==> config.mk <==
export PLATFORM = sky130hd
export DESIGN_NAME = selec_color_paleta
export DESIGN_NICKNAME = d
export VERILOG_FILES = /design/src/rtl/selec_color_paleta_pkg.sv /design/src/rtl/selec_color_paleta_divisor_pulso.sv /design/src/rtl/selec_color_paleta.sv
export SDC_FILE = /design/constraint.sdc
export NUM_CORES = 1
export LEC_CHECK = 0
export CORE_ASPECT_RATIO = 1.25
export CORE_MARGIN = 2
export CORE_UTILIZATION = 55
export CTS_CLUSTER_DIAMETER = 80
export DETAILED_ROUTE_END_ITERATION = 8
export PLACE_DENSITY_LB_ADDON = 0.08
export RECOVER_POWER = 100
export SYNTH_ARGS = -nofsm -noshare
export SYNTH_HDL_FRONTEND = slang
export SYNTH_SLANG_ARGS = --single-unit
==> constraint.sdc <==
create_clock -name clk -period 2.3 [get_ports clk]
set_input_delay 0.345 -clock clk [delete_from_list [all_inputs] [get_ports clk]]
set_output_delay 0.345 -clock clk [all_outputs]
set_load 0.02 [all_outputs]
==> src/rtl/selec_color_paleta_pkg.sv <==
// Shared definitions for the palette colour selector:
// default palette entries, MANUAL/AUTO encoding and index wrap helper.
package selec_color_pkg;

    // Default palette entries at 8 bits per channel, {R,G,B}
    localparam logic [23:0] VERDE = 24'h00FF00;
    localparam logic [23:0] OLIVA = 24'h7F7F00;
    localparam logic [23:0] ROJO  = 24'hFF0000;
    localparam logic [23:0] AZUL  = 24'h0000FF;

    typedef enum logic {
        MANUAL = 1'b0,
        AUTO   = 1'b1
    } modo_e;

    // Next palette index, wrapping from n-1 back to 0
    function automatic int unsigned sig_indice(
        input int unsigned idx,
        input int unsigned n
    );
        return (idx >= n - 1) ? 0 : idx + 1;
    endfunction

endpackage

==> src/rtl/selec_color_paleta_divisor_pulso.sv <==
// Free-running 0..PERIODO-1 counter with synchronous clear.
// Ports: clk, rst_n, clr_i (sync clear), tick_o (1-cycle pulse at PERIODO-1).
module divisor_pulso #(
    parameter int PERIODO = 25_000_000
) (
    input  logic clk,
    input  logic rst_n,
    input  logic clr_i,
    output logic tick_o
);

    localparam int CNT_W = (PERIODO > 2) ? $clog2(PERIODO) : 1;

    logic [CNT_W-1:0] cnt_q, cnt_d;
    logic             fin;

    assign fin    = (cnt_q == CNT_W'(PERIODO - 1));
    assign tick_o = fin && !clr_i;

    always_comb begin
        cnt_d = cnt_q + CNT_W'(1);
        if (clr_i || fin) begin
            cnt_d = '0;
        end
    end

    always_ff @(posedge clk or negedge rst_n) begin
        if (!rst_n) begin
            cnt_q <= '0;
        end else begin
            cnt_q <= cnt_d;
        end
    end

endmodule

==> src/rtl/selec_color_paleta.sv <==
// Palette colour selector: writable N_COLORES-entry RGB palette stepped by button or timer.
// Ports: clk, rst_n, boton, modo_auto, parpadeo, we_paleta/dir_paleta/dato_paleta, R/G/B, indice.
module selec_color_paleta
    import selec_color_pkg::*;
#(
    parameter  int COLOR_W   = 8,
    parameter  int N_COLORES = 4,
    parameter  int PERIODO   = 25_000_000,
    parameter  int PER_PARP  = 12_500_000,
    localparam int IDX_W     = $clog2(N_COLORES)
) (
    input  logic                   clk,
    input  logic                   rst_n,
    input  logic                   boton,
    input  logic                   modo_auto,
    input  logic                   parpadeo,
    input  logic                   we_paleta,
    input  logic [IDX_W-1:0]       dir_paleta,
    input  logic [3*COLOR_W-1:0]   dato_paleta,
    output logic [COLOR_W-1:0]     R,
    output logic [COLOR_W-1:0]     G,
    output logic [COLOR_W-1:0]     B,
    output logic [IDX_W-1:0]       indice
);

    localparam int RGB_W = 3 * COLOR_W;

    // MSB-align an 8-bit channel value to COLOR_W bits
    function automatic logic [COLOR_W-1:0] escala(input logic [7:0] c);
        logic [COLOR_W+7:0] t;
        t = {c, {COLOR_W{1'b0}}};
        return t[COLOR_W+7 -: COLOR_W];
    endfunction

    function automatic logic [RGB_W-1:0] color_ini(input int unsigned i);
        logic [23:0] c;
        case (i)
            0:       c = VERDE;
            1:       c = OLIVA;
            2:       c = ROJO;
            3:       c = AZUL;
            default: c = '0;
        endcase
        return {escala(c[23:16]), escala(c[15:8]), escala(c[7:0])};
    endfunction

    logic [RGB_W-1:0] paleta_q [N_COLORES];
    logic [RGB_W-1:0] rgb_q, rgb_d, color_sel;
    logic [IDX_W-1:0] indice_q, indice_d;
    modo_e            estado_q, estado_d;
    logic             boton_q, flanco, avance;
    logic             clr_auto, tick_auto;
    logic             tick_parp, fase_q, fase_d, oculto;

    assign flanco = boton && !boton_q;

    // Counter runs only while staying in AUTO; any mode change restarts it
    assign clr_auto = (estado_d != estado_q) || (estado_q == MANUAL);

    divisor_pulso #(.PERIODO(PERIODO)) u_div_auto (
        .clk    (clk),
        .rst_n  (rst_n),
        .clr_i  (clr_auto),
        .tick_o (tick_auto)
    );

    divisor_pulso #(.PERIODO(PER_PARP)) u_div_parp (
        .clk    (clk),
        .rst_n  (rst_n),
        .clr_i  (!parpadeo),
        .tick_o (tick_parp)
    );

    always_comb begin
        estado_d = modo_auto ? AUTO : MANUAL;
        avance   = 1'b0;
        case (estado_q)
            MANUAL:  avance = flanco;
            AUTO:    avance = tick_auto;
            default: avance = 1'b0;
        endcase
        indice_d = indice_q;
        if (avance) begin
            indice_d = IDX_W'(sig_indice(int'(indice_q), N_COLORES));
        end
    end

    always_comb begin
        color_sel = '0;
        for (int i = 0; i < N_COLORES; i++) begin
            if (indice_q == IDX_W'(i)) begin
                color_sel = paleta_q[i];
            end
        end
    end

    // Raw parpadeo gates the overlay so dropping it shows colour on the next output
    assign oculto = parpadeo && fase_q;
    assign rgb_d  = oculto ? '0 : color_sel;

    always_comb begin
        fase_d = fase_q;
        if (!parpadeo) begin
            fase_d = 1'b0;
        end else if (tick_parp) begin
            fase_d = !fase_q;
        end
    end

    always_ff @(posedge clk or negedge rst_n) begin
        if (!rst_n) begin
            estado_q <= MANUAL;
            indice_q <= '0;
            boton_q  <= 1'b0;
            fase_q   <= 1'b0;
            rgb_q    <= color_ini(0);
        end else begin
            estado_q <= estado_d;
            indice_q <= indice_d;
            boton_q  <= boton;
            fase_q   <= fase_d;
            rgb_q    <= rgb_d;
        end
    end

    // Register-based palette so reset can restore the default contents
    always_ff @(posedge clk or negedge rst_n) begin
        if (!rst_n) begin
            for (int i = 0; i < N_COLORES; i++) begin
                paleta_q[i] <= color_ini(i);
            end
        end else begin
            for (int i = 0; i < N_COLORES; i++) begin
                if (we_paleta && dir_paleta == IDX_W'(i)) begin
                    paleta_q[i] <= dato_paleta;
                end
            end
        end
    end

    assign R      = rgb_q[RGB_W-1 -: COLOR_W];
    assign G      = rgb_q[2*COLOR_W-1 -: COLOR_W];
    assign B      = rgb_q[COLOR_W-1:0];
    assign indice = indice_q;

endmodule

==> impl_metrics.tcl <==
set metrics [dict create \
    post_cts_buffers 0 \
    peakVddDrop_uv 607 \
    grt_pass1_wl_um 26200 \
    yosys.area.top_type "dfrtp_1" \
    antenna_found_initial 0 \
    rows 48 \
    synth.avg_cell_area_sq_um 11.8 \
    cp.arrival_ns 2.49 \
    clock-root-buffer "clkbuf_16" \
    cts.sinks 174 \
    drive_above_1_share_pct 27.3 \
    vias 5328 \
    start_util_pct 56.3 \
    grt_pass1_vias 5402 \
    synth_edf_count 0 \
    crit_type "reg2reg" \
    postRouteAntennaNets 0 \
    die_y_um 137 \
    cp_max_fo 8 \
    ff_latch_area_sq_um 4410 \
    synthMuxAreaShare_pct 14.4 \
    hpwlAfterDp_um 10000 \
    ctsLongestPathBuffers 2 \
    postSynthCellCount 655 \
    ios 58 \
    synth_nets 693 \
    power.density_nw_per_um2 1050 \
    diodes 0 \
    relSlewSlack_pct 36.9 \
    ys_async_sr_fraction_pct 100 \
    num-fill-cells 1078 \
    core_region_area_sq_um 13800 \
    cts.htree.levels 4 \
    fp.dieW_um 110 \
    gp_congestion 0.804 \
    finalSetupViolCount 0 \
    ys_top_cells_by_area "dfrtp_1 41%, dfstp_2 16%, mux2_2 14%, a21oi_1 2.8%, a211o_1 2.7%" \
    max_freq_mhz 469 \
    final_nets 754 \
    grt.total_usage_pct 22.8 \
    path_clk_slew_ns 0.06 \
    worstMarginPinSlew_ns 0.946 \
    synth-compound-area-share_pct 10.0 \
    netlist_area_sq_um 7740 \
    die-area_sq_um 15000 \
    finalCriticalPeriod_ns 2.13 \
    final_util_pct 66.9 \
    endpoint_kind "flop" \
    status "completed" \
    multi_input_area_sq_um 3080 \
    dp.cells 871 \
    port-buffer-count 57 \
    synth.most_common_cell "dfrtp_1" \
    synth-xor-area-share_pct 2.94 \
    drtIter0Drc 254 \
    wl_per_cell_um 17.7 \
    drc 0 \
    syn_to_final_growth_pct 19.0 \
    grt_start_max_net_pins 86 \
    avgViaCountPerCell 5.89 \
    ys_seq_area_share_pct 57.0 \
    cts_made_buffers 17 \
    yosys.area_share.simple_pct 11.3 \
    first_pass_iters 4 \
    crit_path_start_kind "flop" \
    grt-ovfl-total 0 \
    wl_um 16000 \
    fin_skew_ns 0.0119 \
    fin_tns_setup_ns 0 \
    power.total_mw 9.69 \
    synthAdderAreaFrac_pct 0.970 \
    synth_ff_type "dfrtp_1" \
    synth_common_cells "128 x dfrtp_1, 98 x mux2_2, 46 x dfstp_2" \
    hold_viol_final 0 \
    leakage_nw 3.80 \
    synth-seq-cells 174 \
    maxCapViolations 0 \
    period_share_pct 92.8 \
    synth_top_family_by_area "multiplexers" \
    hp-class "in2reg" \
    rsz0062_at_grt "no" \
    cts_tree "built" \
    synth_warnings 0 \
    yosys.area.top_type_share_pct 41.4 \
    synth_cell_type_count 40 \
    cp.required_ns 2.66 \
    insertion_delay_ns 0.43 \
    final_max_slew_viol_count 0 \
    fin_cells 904 \
]
worst max-delay path, stage by stage, from the launching register on:
cell     delay [ns]
dfrtp_1        0.41
ha_1           0.24
nand4_1        0.14
or4_4          0.60
or4b_1         0.53
a21oi_1        0.15
cell type report:
| cell class | instances | area share, % |
|---|---|---|
| inverters | 31 | 1.26 |
| flip-flops and latches | 174 | 47.9 |
| well taps | 175 | 2.38 |
| clock buffers | 22 | 5.26 |
| repair buffers | 79 | 8.26 |
| multi-input cells | 413 | 33.5 |
| clock inverters | 10 | 1.47 |
path summary, 6_finish.rpt:
check                                     from                   end  slack [ns]  cells past startpoint
max                        u_div_parp.cnt_q[0]  u_div_parp.cnt_q[18]        0.17                      5
min                                      boton               boton_q        0.49                      1
max reg2reg                u_div_parp.cnt_q[0]  u_div_parp.cnt_q[18]        0.17                      5
min reg2reg                        paleta_q[8]              rgb_q[8]        0.49                      2
max in group asynchronous                rst_n          paleta_q[25]        0.38                      3
min in group asynchronous                rst_n          paleta_q[33]        0.60                      2
cells by family after synthesis:
group	after synthesis
XOR/XNOR	26
adder cells (fa/ha/maj)	6
flip-flops	174
AO/OA/AOI/OAI	113
multiplexers	99
AND/OR/NAND/NOR	169
buffers and inverters	68
layer usage:
| layer | global-route usage (%) | vias to the layer above | share of wire, % |
|---|---|---|---|
| met2 | 39.4 | 107 | 52 |
| met5 | 0 | - | 0 |
| li1 | - | 2489 | - |
| met1 | 27.3 | 2702 | 41 |
| met3 | 5.62 | 30 | 4.4 |
| met4 | 8.40 | 0 | 2.0 |
what timing repair did:
item                       4_1_cts  5_1_grt
hold endpoints to repair        29        0
hold buffers                     1        0
gates resized for setup          0        1
setup endpoints to repair        0        4
per-stage QoR:
step	cell area [sq um]	worst slack (ns)	hold WS, ns
after floorplan	7740	0.178	0.0494
after global placement	8680	0.129	0.274
after detailed placement	8680	0.0918	0.277
after CTS	9310	0.0587	0.367
after global routing	9210	0.0315	0.486
final	9210	0.166	0.491
flip-flops by register name, indices dropped and copies added, names as in the netlist:
signal / count
paleta_q: 96
rgb_q: 24
estado_q: 1
boton_q: 1
indice: 2
fase_q: 1
u_div_parp.cnt_q: 24
u_div_auto.cnt_q: 25
report_power, final:
group	internal, mW	total [mW]	switching, mW
clock network	1.82	2.97	1.15
logic	1.30	2.73	1.43
registers	3.76	4.00	0.237
layout by cell type (no fill, tap or decap), types with 3 or more instances in the layout:
cell type        netlist  routed
or3_1                  9       9
nor4_1                 9       9
clkbuf_1              34       4
a221oi_1              23      23
clkdlybuf4s50_1        0      27
nand2_1               44      44
xor2_1                11      11
and3_1                 4       4
buf_4                  0       6
buf_12                 0       4
ha_1                   6       4
clkbuf_2               0       7
nor3_1                 5       5
dlygate4sd3_1          0      30
clkinv_2               0       3
nand4_1               13      13
clkinvlp_4             0       4
inv_1                 31      31
o31ai_1                9       9
or4_1                 12      11
nor2_1                35      35
bufinv_16              0       3
o21ai_0               10      10
nand3_1               19      19
a21oi_1               43      43
mux2_2                98      97
dfrtp_1              128     128
a211o_1               24      24
clkbuf_16              0      17
and4_1                 5       5
dfstp_2               46      46
xnor2_1               15      15
clkbuf_8               0       4
No activity file was read; power rests on OpenSTA's default activity.
